File: src/rtl/ucsbece154b_hazard_ctrl.sv
// Hazard and pipeline-control unit for the 5-stage core: tracks E/M/W control
// fields and derives stall, flush, redirect and forwarding controls.
module ucsbece154b_hazard_ctrl #(
    parameter int REG_AW  = 5,
    parameter int MUL_LAT = 3,
    parameter int CNT_W   = 2
) (
    input  logic              clk,
    input  logic              reset,
    input  logic              ValidD_i,
    input  logic              RegWriteD_i,
    input  logic              LoadD_i,
    input  logic              MulD_i,
    input  logic              BranchD_i,
    input  logic              JumpD_i,
    input  logic [REG_AW-1:0] RdD_i,
    input  logic [REG_AW-1:0] Rs1D_i,
    input  logic [REG_AW-1:0] Rs2D_i,
    input  logic [REG_AW-1:0] Rs1E_i,
    input  logic [REG_AW-1:0] Rs2E_i,
    input  logic              ZeroE_i,
    output logic              StallF_o,
    output logic              StallD_o,
    output logic              StallE_o,
    output logic              FlushD_o,
    output logic              FlushE_o,
    output logic              PCSrcE_o,
    output logic [1:0]        ForwardAE_o,
    output logic [1:0]        ForwardBE_o,
    output logic [REG_AW-1:0] RdE_o,
    output logic [REG_AW-1:0] RdM_o,
    output logic [REG_AW-1:0] RdW_o,
    output logic              RegWriteW_o,
    output logic              MulBusy_o
);

    typedef struct packed {
        logic              valid;
        logic              regwrite;
        logic              load;
        logic              mul;
        logic              branch;
        logic              jump;
        logic [REG_AW-1:0] rd;
    } stage_e_t;

    // Past E only the write-back identity matters to any consumer.
    typedef struct packed {
        logic              valid;
        logic              regwrite;
        logic [REG_AW-1:0] rd;
    } stage_wb_t;

    localparam logic [CNT_W-1:0] CNT_LAST = CNT_W'(MUL_LAT - 1);

    stage_e_t         e_q, e_d;
    stage_wb_t        m_q, m_d;
    stage_wb_t        w_q, w_d;
    logic [CNT_W-1:0] cnt_q, cnt_d;

    logic mul_busy;
    logic lw_stall;
    logic pcsrc;
    logic flush_e;

    assign mul_busy = e_q.valid & e_q.mul & (cnt_q != CNT_LAST);
    assign lw_stall = e_q.valid & e_q.load & e_q.regwrite & (e_q.rd != '0)
                    & ((Rs1D_i == e_q.rd) | (Rs2D_i == e_q.rd));
    assign pcsrc    = e_q.valid & (e_q.jump | (e_q.branch & ZeroE_i));
    assign flush_e  = pcsrc | (lw_stall & ~mul_busy);

    function automatic logic [1:0] fwd_sel(input logic [REG_AW-1:0] rs,
                                           input stage_wb_t m,
                                           input stage_wb_t w);
        logic [1:0] sel;
        sel = 2'b00;
        if (m.valid && m.regwrite && (m.rd != '0) && (rs == m.rd)) begin
            sel = 2'b10;
        end else if (w.valid && w.regwrite && (w.rd != '0) && (rs == w.rd)) begin
            sel = 2'b01;
        end
        return sel;
    endfunction

    always_comb begin
        e_d   = e_q;
        m_d   = '0;
        w_d   = m_q;
        cnt_d = '0;
        if (flush_e) begin
            e_d = '0;
        end else if (!mul_busy) begin
            e_d.valid    = ValidD_i;
            e_d.regwrite = RegWriteD_i;
            e_d.load     = LoadD_i;
            e_d.mul      = MulD_i;
            e_d.branch   = BranchD_i;
            e_d.jump     = JumpD_i;
            e_d.rd       = RdD_i;
        end
        if (mul_busy) begin
            cnt_d = cnt_q + CNT_W'(1);
        end else begin
            m_d.valid    = e_q.valid;
            m_d.regwrite = e_q.regwrite;
            m_d.rd       = e_q.rd;
        end
    end

    always_ff @(posedge clk) begin
        if (reset) begin
            e_q   <= '0;
            m_q   <= '0;
            w_q   <= '0;
            cnt_q <= '0;
        end else begin
            e_q   <= e_d;
            m_q   <= m_d;
            w_q   <= w_d;
            cnt_q <= cnt_d;
        end
    end

    assign StallF_o    = lw_stall | mul_busy;
    assign StallD_o    = lw_stall | mul_busy;
    assign StallE_o    = mul_busy;
    assign FlushD_o    = pcsrc;
    assign FlushE_o    = flush_e;
    assign PCSrcE_o    = pcsrc;
    assign MulBusy_o   = mul_busy;
    assign ForwardAE_o = fwd_sel(Rs1E_i, m_q, w_q);
    assign ForwardBE_o = fwd_sel(Rs2E_i, m_q, w_q);
    assign RdE_o       = e_q.rd;
    assign RdM_o       = m_q.rd;
    assign RdW_o       = w_q.rd;
    assign RegWriteW_o = w_q.valid & w_q.regwrite;

endmodule

File: config.mk
export PLATFORM = sky130hd
export DESIGN_NAME = ucsbece154b_hazard_ctrl
export DESIGN_NICKNAME = d
export VERILOG_FILES = /design/src/rtl/ucsbece154b_hazard_ctrl.sv
export SDC_FILE = /design/constraint.sdc
export NUM_CORES = 1
export LEC_CHECK = 0
export BUFFER_PORTS_ARGS = -buffer_cell sky130_fd_sc_hd__buf_2
export CAP_MARGIN = 0
export CORE_UTILIZATION = 47
export DETAILED_ROUTE_END_ITERATION = 10
export GPL_ROUTABILITY_DRIVEN = 0
export PLACE_DENSITY_LB_ADDON = 0.2
export SLEW_MARGIN = 20
export SYNTH_ARGS = -nofsm -noshare
export SYNTH_HDL_FRONTEND = slang
export SYNTH_SLANG_ARGS = --single-unit
File: constraint.sdc
create_clock -name clk -period 1.9 [get_ports clk]
set_clock_uncertainty 0.2 [all_clocks]
set_input_delay 0.095 -clock clk [delete_from_list [all_inputs] [get_ports clk]]
set_output_delay 0.095 -clock clk [all_outputs]
set_load 0.005 [all_outputs]
# [Word level (Yosys, flattened, before mapping)]
# Index checks and enable logic that the tools add are counted.
[op_classes] addsub=1 n_eq_ne=7 mux=4 bitwise_logic=15 reduce_logical=14
[ops] op="$eq 5x5->1" count=6
[ops] op="$reduce_bool 5->1" count=3
[ops] op="$and 1x1->1" count=10
[ops] op="$logic_and 1x1->1" count=8
[ops] op="$reduce_or 2->1" count=3
[ops] op="$mux 2" count=2
[ops] op="$or 1x1->1" count=4
[ops] op="$add 2x1->2 const B" count=1
[ops] op="$mux 1" count=2
[ops] op="$ne 2x2->1 const B" count=1
[ops] op="$not 1->1" count=1
[word_totals] regBits=27 in_bits=34

# [Longest topological paths before layout]
# Gate-level depths: netlist of run 1.
[logic_depth] word_depth=7 depth_mapped=8

# [Worst setup path after synthesis of run 1]
# Ideal clock, no wire load.
[synth_path] path_type="register to output" from="register e_q (netlist bit RdE_o[1])" to="output port StallF_o" t_arrival_ps=1480 required_ps=1605 path_slack_ps=125 path_stages_with_launch=6 cell_sequence="dfxtp_1 or4_4 o2111ai_4 or2_1 nand2_1 buf_4"
[synth_between] elab_chain_len=4 word_cells_on_any_way=7 classes_between="eq/ne (2); bitwise (4); reduce/logical (1)"
[synth_rtl] item="start, declared" line="56" source="stage_e_t e_q, e_d;"
[synth_rtl] item="start signal, assigned" line="112" source="e_q <= '0;"
[synth_rtl] item="start signal, assigned" line="117" source="e_q <= e_d;"
[synth_rtl] item="$eq 5x5->1 / $reduce_bool 5->1 (equally long branches)" line="68, 67"
[synth_rtl] item="$or 1x1->1 / $and 1x1->1 (equally long branches)" line="68, 67"
[synth_rtl] item="$and 1x1->1 *" line="68" source="& ((Rs1D_i == e_q.rd) | (Rs2D_i == e_q.rd));"
[synth_rtl] item="$or 1x1->1 *"
[synth_rtl] item="end, declared" line="22" source="output logic StallF_o,"
# Mark *: on every way between the ends. The rest lies on a longest branch, timed or not.

# [Worst setup path after layout of run 1]
[layout_path] from="register w_q (netlist bit RdW_o[0])" to="output port ForwardAE_o[0]"
[layout_between] elab_chain_len=5 word_cells_on_any_way=6 classes_between="eq/ne (1); mux (2); reduce/logical (3)"
[layout_rtl] item="start, declared" line="58" source="stage_wb_t w_q, w_d;"
[layout_rtl] item="start signal, assigned" line="119" source="w_q <= w_d;"
[layout_rtl] item="$reduce_bool 5->1" line="79" source="end else if (w.valid && w.regwrite && (w.rd != '0) && (rs == w.rd)) begin"
[layout_rtl] item="$logic_and 1x1->1" line="79"
[layout_rtl] item="$logic_and 1x1->1 *" line="79"
[layout_rtl] item="$mux 1 *" line="79"
[layout_rtl] item="$mux 2 *" line="77" source="if (m.valid && m.regwrite && (m.rd != '0) && (rs == m.rd)) begin"
[layout_rtl] item="end, declared" line="28" source="output logic [1:0] ForwardAE_o,"
# Marks and branches as above.

==> results of run 1 <==
final timing paths:
check / from / endpoint / slack [ns] / cells after the start
max: RdW_o[0] / ForwardAE_o[0] / -0.24 / 5
min: Rs1D_i[1] / e_q[10] / 0.21 / 6
max reg2reg: RdE_o[1] / e_q[8] / 0.08 / 5
min reg2reg: cnt_q[0] / cnt_q[0] / 0.22 / 1
layer usage:
layer	GRT usage [%]	wire length, um	part of all wire (%)	vias to the layer above
met3	3.17	168	5.1	6
met2	41.7	1820	55	41
met1	22.1	1260	38	560
li1	-	-	-	650
met5	0	0	0	-
met4	6.62	41	1.2	0
state kept, by name (all words and copies together) (netlist names):
name and count:
RdM_o 5, cnt_q 2, m_q 2, w_q 2, RdW_o 5, e_q 6
RdE_o 5
area by class of cell:
cell class	count	area, um^2
fill	230	823
timing repair buffer	87	541
sequential	27	558
multi-input combinational	106	807
inverter	2	10.0
clock buffer	3	22.5
tap	31	38.8
clock inverter	1	5.00
worst max-delay path, cell delays in order, from the launching register on:
cell and delay (ns):
dfxtp_2 0.35, buf_6 0.11, xor2_1 0.15, or4_4 0.50
nor4_4 0.28, buf_2 0.15
report_power, final:
| part | total (mW) | internal, mW | switching, mW | leakage (nW) |
|---|---|---|---|---|
| combinational | 0.243 | 0.132 | 0.111 | 0.718 |
| sequential | 0.623 | 0.593 | 0.0297 | 0.226 |
| clock | 0.228 | 0.0785 | 0.149 | 0.0177 |
Yosys cell counts, drive strengths merged:
library cell / n / area share [%]
and2: 8 / 3.6
ha: 1 / 0.88
o211ai: 1 / 0.88
dfxtp: 27 / 38
o21bai: 1 / 0.53
inv: 2 / 0.53
nor4: 4 / 1.8
xor2: 24 / 15
or4: 5 / 2.9
nor2: 4 / 1.1
o2111ai: 1 / 1.8
and4: 1 / 0.61
nor3: 4 / 1.4
a22oi: 1 / 0.53
nand3: 10 / 3.5
nand2: 10 / 2.6
nor2b: 8 / 3.5
xnor2: 6 / 3.7
a21oi: 1 / 0.35
clkbuf: 4 / 1.1
buf: 19 / 9.8
or2: 2 / 0.88
a21boi: 2 / 1.1
o21ai: 12 / 4.5
what timing repair did:
item	in CTS	in global routing
gates resized for setup	16	23
setup buffers	7	1
setup endpoints to repair	7	9
hold endpoints to repair	20	0
hold buffers	12	0
pin swaps	8	2
logic make-up (layout without fill, tap and decap cells):
kind of cell,count (synthesis),after routing
buf+inv,25,93
simple gates,56,56
xor+xnor,30,30
flops,27,27
compound gates,19,19
fa+ha+maj,1,1
==> impl_metrics.json, run 1 <==
{
  "mostFrequentLayoutCell": "buf_2",
  "cts_sinks": 27,
  "layout_common_cells": "buf_2, xor2_1, dfxtp_1",
  "critical_path_class": "reg2out",
  "drt-total-wl_um": 3290,
  "synth-xor-area-share_pct": 18.4,
  "num_rows": 19,
  "dieWidth_um": 57.1,
  "syn_avg_cell_area_um2": 9.04,
  "hold_viol_final": 0,
  "grt_usage_pct": 20.9,
  "post-route-period-util_pct": 113,
  "setup_viol": 7,
  "place_inst": 233,
  "start_util_pct": 50.9,
  "maxCapViolations": 0,
  "synth_cell_type_count": 29,
  "final_area_mm2": 0.00198,
  "synthAdderAreaFrac_pct": 0.876,
  "pin_count": 61,
  "cts.clk_slew.worst_paths_ns": 0.13,
  "synth_mux_area_share_pct": 0,
  "htree_levels": 1,
  "ir_drop_uv": 361,
  "cp_max_fo": 3,
  "antenna_found_initial": 0,
  "dieArea_mm2": 0.00326,
  "drive_gt1_share_pct": 47.3,
  "die_height_um": 57.1,
  "io_buffers": 60,
  "setup_ws_ns": -0.240,
  "fin_util_pct": 70.7,
  "nets": 262,
  "drtIter0Drc": 43,
  "synth_top_family_by_area": "simple AND/OR/NAND/NOR gates",
  "fin_cells": 257,
  "grt_pass1_wl_um": 5370,
  "power.density_mw_per_mm2": 552,
  "syn-num-nets": 193,
  "vias": 1257,
  "cp.arrival_ns": 1.85,
  "totalPowerFinal_mw": 1.09,
  "via_per_inst": 4.89,
  "dpl_cell_area_mm2": 0.00166,
  "clk_latency_ns": 0.31,
  "cts_tree": "done",
  "p_leak_nw": 0.962,
  "grt_overflow": 0,
  "cts_buffers": 3,
  "clock.fmax_mhz": 467,
  "status": "complete, but fails checks",
  "synthSimpleGateAreaFrac_pct": 21.8,
  "hp-class": "in2reg",
  "critical_path_required_ns": 1.60,
  "rsz0062_at_grt": "true",
  "pre_cts_ws_ns": 0.0171,
  "violations": "DRC, setup timing",
  "fin_tns_setup_ns": -1.07,
  "yosysSeqAreaShare_pct": 37.9,
  "drv_slew": 0,
  "syn_inst": 158,
  "period_minus_slack_ns": 2.14,
  "root_buffer": "clkbuf_4",
  "grt_pass1_vias": 1267,
  "firstDrtPassIters": 7,
  "wire_per_inst_um": 12.8,
  "postRouteAntennaNets": 0,
  "start_kind": "flip-flop",
  "ys_warn_count": 0,
  "clk_path_buf_depth": 2,
  "synth_seq_cells": 27,
  "drc_errors": 10,
  "relSlewSlack_pct": 75.8,
  "syn_area_mm2": 0.00143,
  "core-area_mm2": 0.00281,
  "syn_to_final_growth_pct": 38.8,
  "worst_pin_slew_ns": 0.361,
  "whs_ns": 0.209,
  "end_kind": "output port",
  "dpl.hpwl_um": 2390,
  "synth_compound_area_share_pct": 9.64,
  "diodes": 0,
  "grt_max_degree": 16
}
No activity file was read; power rests on OpenSTA's default activity.
==> run 2: changes to the inputs <==
Settings changed: CORE_UTILIZATION 47 to 49, CTS_BUF_LIST from default to sky130_fd_sc_hd__clkbuf_4 sky130_fd_sc_hd__clkbuf_8.
==> run 2 against run 1 <==
Against the previous run:
- critical path depth unchanged
- clock-buffer cell count unchanged
- die area decreased by 4.0%
- the run ends with setup timing left
- power increased by 2.0%
- core utilization about the same
- worst setup slack improved by 0.016 ns
- routed wire length decreased by 0.76%
- sequential cell count unchanged
- via count increased by 3.0%
- largest power group unchanged
- sequential share of layout area increased by 0.60 points
==> impl_metrics.json, run 2 (synthesized netlist as in run 1, its figures left out) <==
{
  "hp-class": "in2reg",
  "layout_common_cells": "buf_2, xor2_1, dfxtp_1",
  "fin_tns_setup_ns": -1.14,
  "syn_to_final_growth_pct": 36.5,
  "clk_path_buf_depth": 2,
  "setup_ws_ns": -0.224,
  "power.density_mw_per_mm2": 572,
  "min_delay_path_depth": 6,
  "mostFrequentLayoutCell": "buf_2",
  "relSlewSlack_pct": 66.3,
  "root_buffer": "clkbuf_4",
  "grt_pass1_wl_um": 5260,
  "critical_path_required_ns": 1.60,
  "diodes": 0,
  "reg2reg_depth": 6,
  "critical_path_class": "reg2out",
  "rr_endpoint": "RdE_o[4]",
  "core-area_mm2": 0.00276,
  "p_leak_nw": 0.950,
  "die_height_um": 56.0,
  "drv_slew": 0,
  "drtIter0Drc": 33,
  "regMostFlops": "e_q",
  "cts_buffers": 3,
  "crit_path_top_delay_cell": "or4_4",
  "slowest_delay_ns": 0.54,
  "drt-total-wl_um": 3260,
  "clock.fmax_mhz": 471,
  "nets": 259,
  "r2r_start": "RdE_o[4]",
  "firstDrtPassIters": 3,
  "htree_levels": 1,
  "nFillCells": 216,
  "end_kind": "output port",
  "totalPowerFinal_mw": 1.12,
  "dpl_cell_area_mm2": 0.00166,
  "setup_viol": 10,
  "cp.arrival_ns": 1.83,
  "path_cells": "or4_4, o2111ai_4, or2_1, nand2_1, buf_2",
  "clk_latency_ns": 0.32,
  "final_area_mm2": 0.00195,
  "grt_overflow": 0,
  "whs_ns": 0.196,
  "largest_reg_flops": 6,
  "worst_pin_slew_ns": 0.505,
  "rsz0062_at_grt": "true",
  "postRouteAntennaNets": 0,
  "dieArea_mm2": 0.00313,
  "start_util_pct": 51.8,
  "via_per_inst": 5.10,
  "cts.clk_slew.worst_paths_ns": 0.15,
  "dpl.hpwl_um": 2330,
  "io_buffers": 60,
  "num_rows": 19,
  "grt_usage_pct": 21.1,
  "cp_max_fo": 5,
  "min-delay-start": "Rs1D_i[1]",
  "maxCapViolations": 0,
  "wire_per_inst_um": 12.9,
  "reg2reg_setup_slack_ns": -0.03,
  "cts_tree": "done",
  "antenna_found_initial": 0,
  "grt_pass1_vias": 1291,
  "start_kind": "flip-flop",
  "violations": "setup timing",
  "grt_max_degree": 17,
  "pin_count": 61,
  "hold_viol_final": 0,
  "ir_drop_uv": 561,
  "hold_end": "e_q[10]",
  "status": "complete, but fails checks",
  "vias": 1295,
  "dieWidth_um": 56.0,
  "cts_sinks": 27,
  "drc_errors": 0,
  "period_minus_slack_ns": 2.12,
  "post-route-period-util_pct": 112,
  "drive_gt1_share_pct": 47.1
}
[run 2: cell types whose count changed in the layout (fill, tap and decap cells not counted), sizes merged]
cell,change
buf,-3
clkinvlp,+1
clkinv,-1
[run 2: worst max path at each step]
| stage | slack, ns | cells past startpoint | endpoint | from |
|---|---|---|---|---|
| 5_1_grt | -0.30 | 6 | StallD_o | RdE_o[3] |
| 4_1_cts | -0.22 | 4 | ForwardAE_o[0] | RdW_o[1] |
| 2_1_floorplan | 0.13 | 5 | StallF_o | RdE_o[1] |
| 6_report | -0.22 | 5 | StallF_o | RdE_o[4] |
| 3_5_place_dp | 0.05 | 5 | ForwardAE_o[0] | RdM_o[3] |
| 3_3_place_gp | 0.11 | 4 | RdE_o[4] | e_q[10] |
[run 2: report_power, final]
part | internal [mW] | leakage (nW) | switching, mW
Clock | 0.0804 | 0.0139 | 0.170
Combinational | 0.131 | 0.709 | 0.110
Sequential | 0.594 | 0.227 | 0.0304
[run 2: cell type report]
type	instances	area, um^2	share of cell area [%]
Sequential cell	27	561	28.8
Inverter	2	7.51	0.385
Multi-Input combinational cell	106	802	41.1
Timing Repair Buffer	84	510	26.2
Clock buffer	3	22.5	1.16
Clock inverter	1	7.51	0.385
Tap cell	31	38.8	1.99
[run 2: worst max-delay path, delay by kind of cell (launching register included)]
kind | cells | cell delay [ns]
and+or+nand+nor | 3 | 0.78
DFF | 1 | 0.39
AOI/OAI and AO/OA | 1 | 0.22
buffers and inverters | 1 | 0.13
[run 2: repair_timing]
action                     in CTS  in global routing
buffers inserted                3                  3
pin swaps                       8                 13
setup endpoints to repair       6                 18
hold buffers                   12                  0
cloned                          0                  0
resized for setup              17                 23
hold endpoints to repair       20                  0
[run 2: through the flow]
stage	instances	utilization [%]	worst slack, ns
2_1_floorplan	158	-	0.125
3_3_place_gp	232	60.1	0.110
3_5_place_dp	232	60.1	0.0482
4_1_cts	251	68.3	-0.222
5_1_grt	254	70.7	-0.303
6_report	254	70.7	-0.224
[run 2: metal layers]
| layer | share of wire [%] | vias up | track usage, % |
|---|---|---|---|
| met5 | 0 | - | 0 |
| li1 | - | 647 | - |
| met4 | 2.5 | 0 | 11.8 |
| met1 | 37 | 595 | 21.7 |
| met3 | 5.1 | 8 | 1.40 |
| met2 | 55 | 45 | 41.5 |
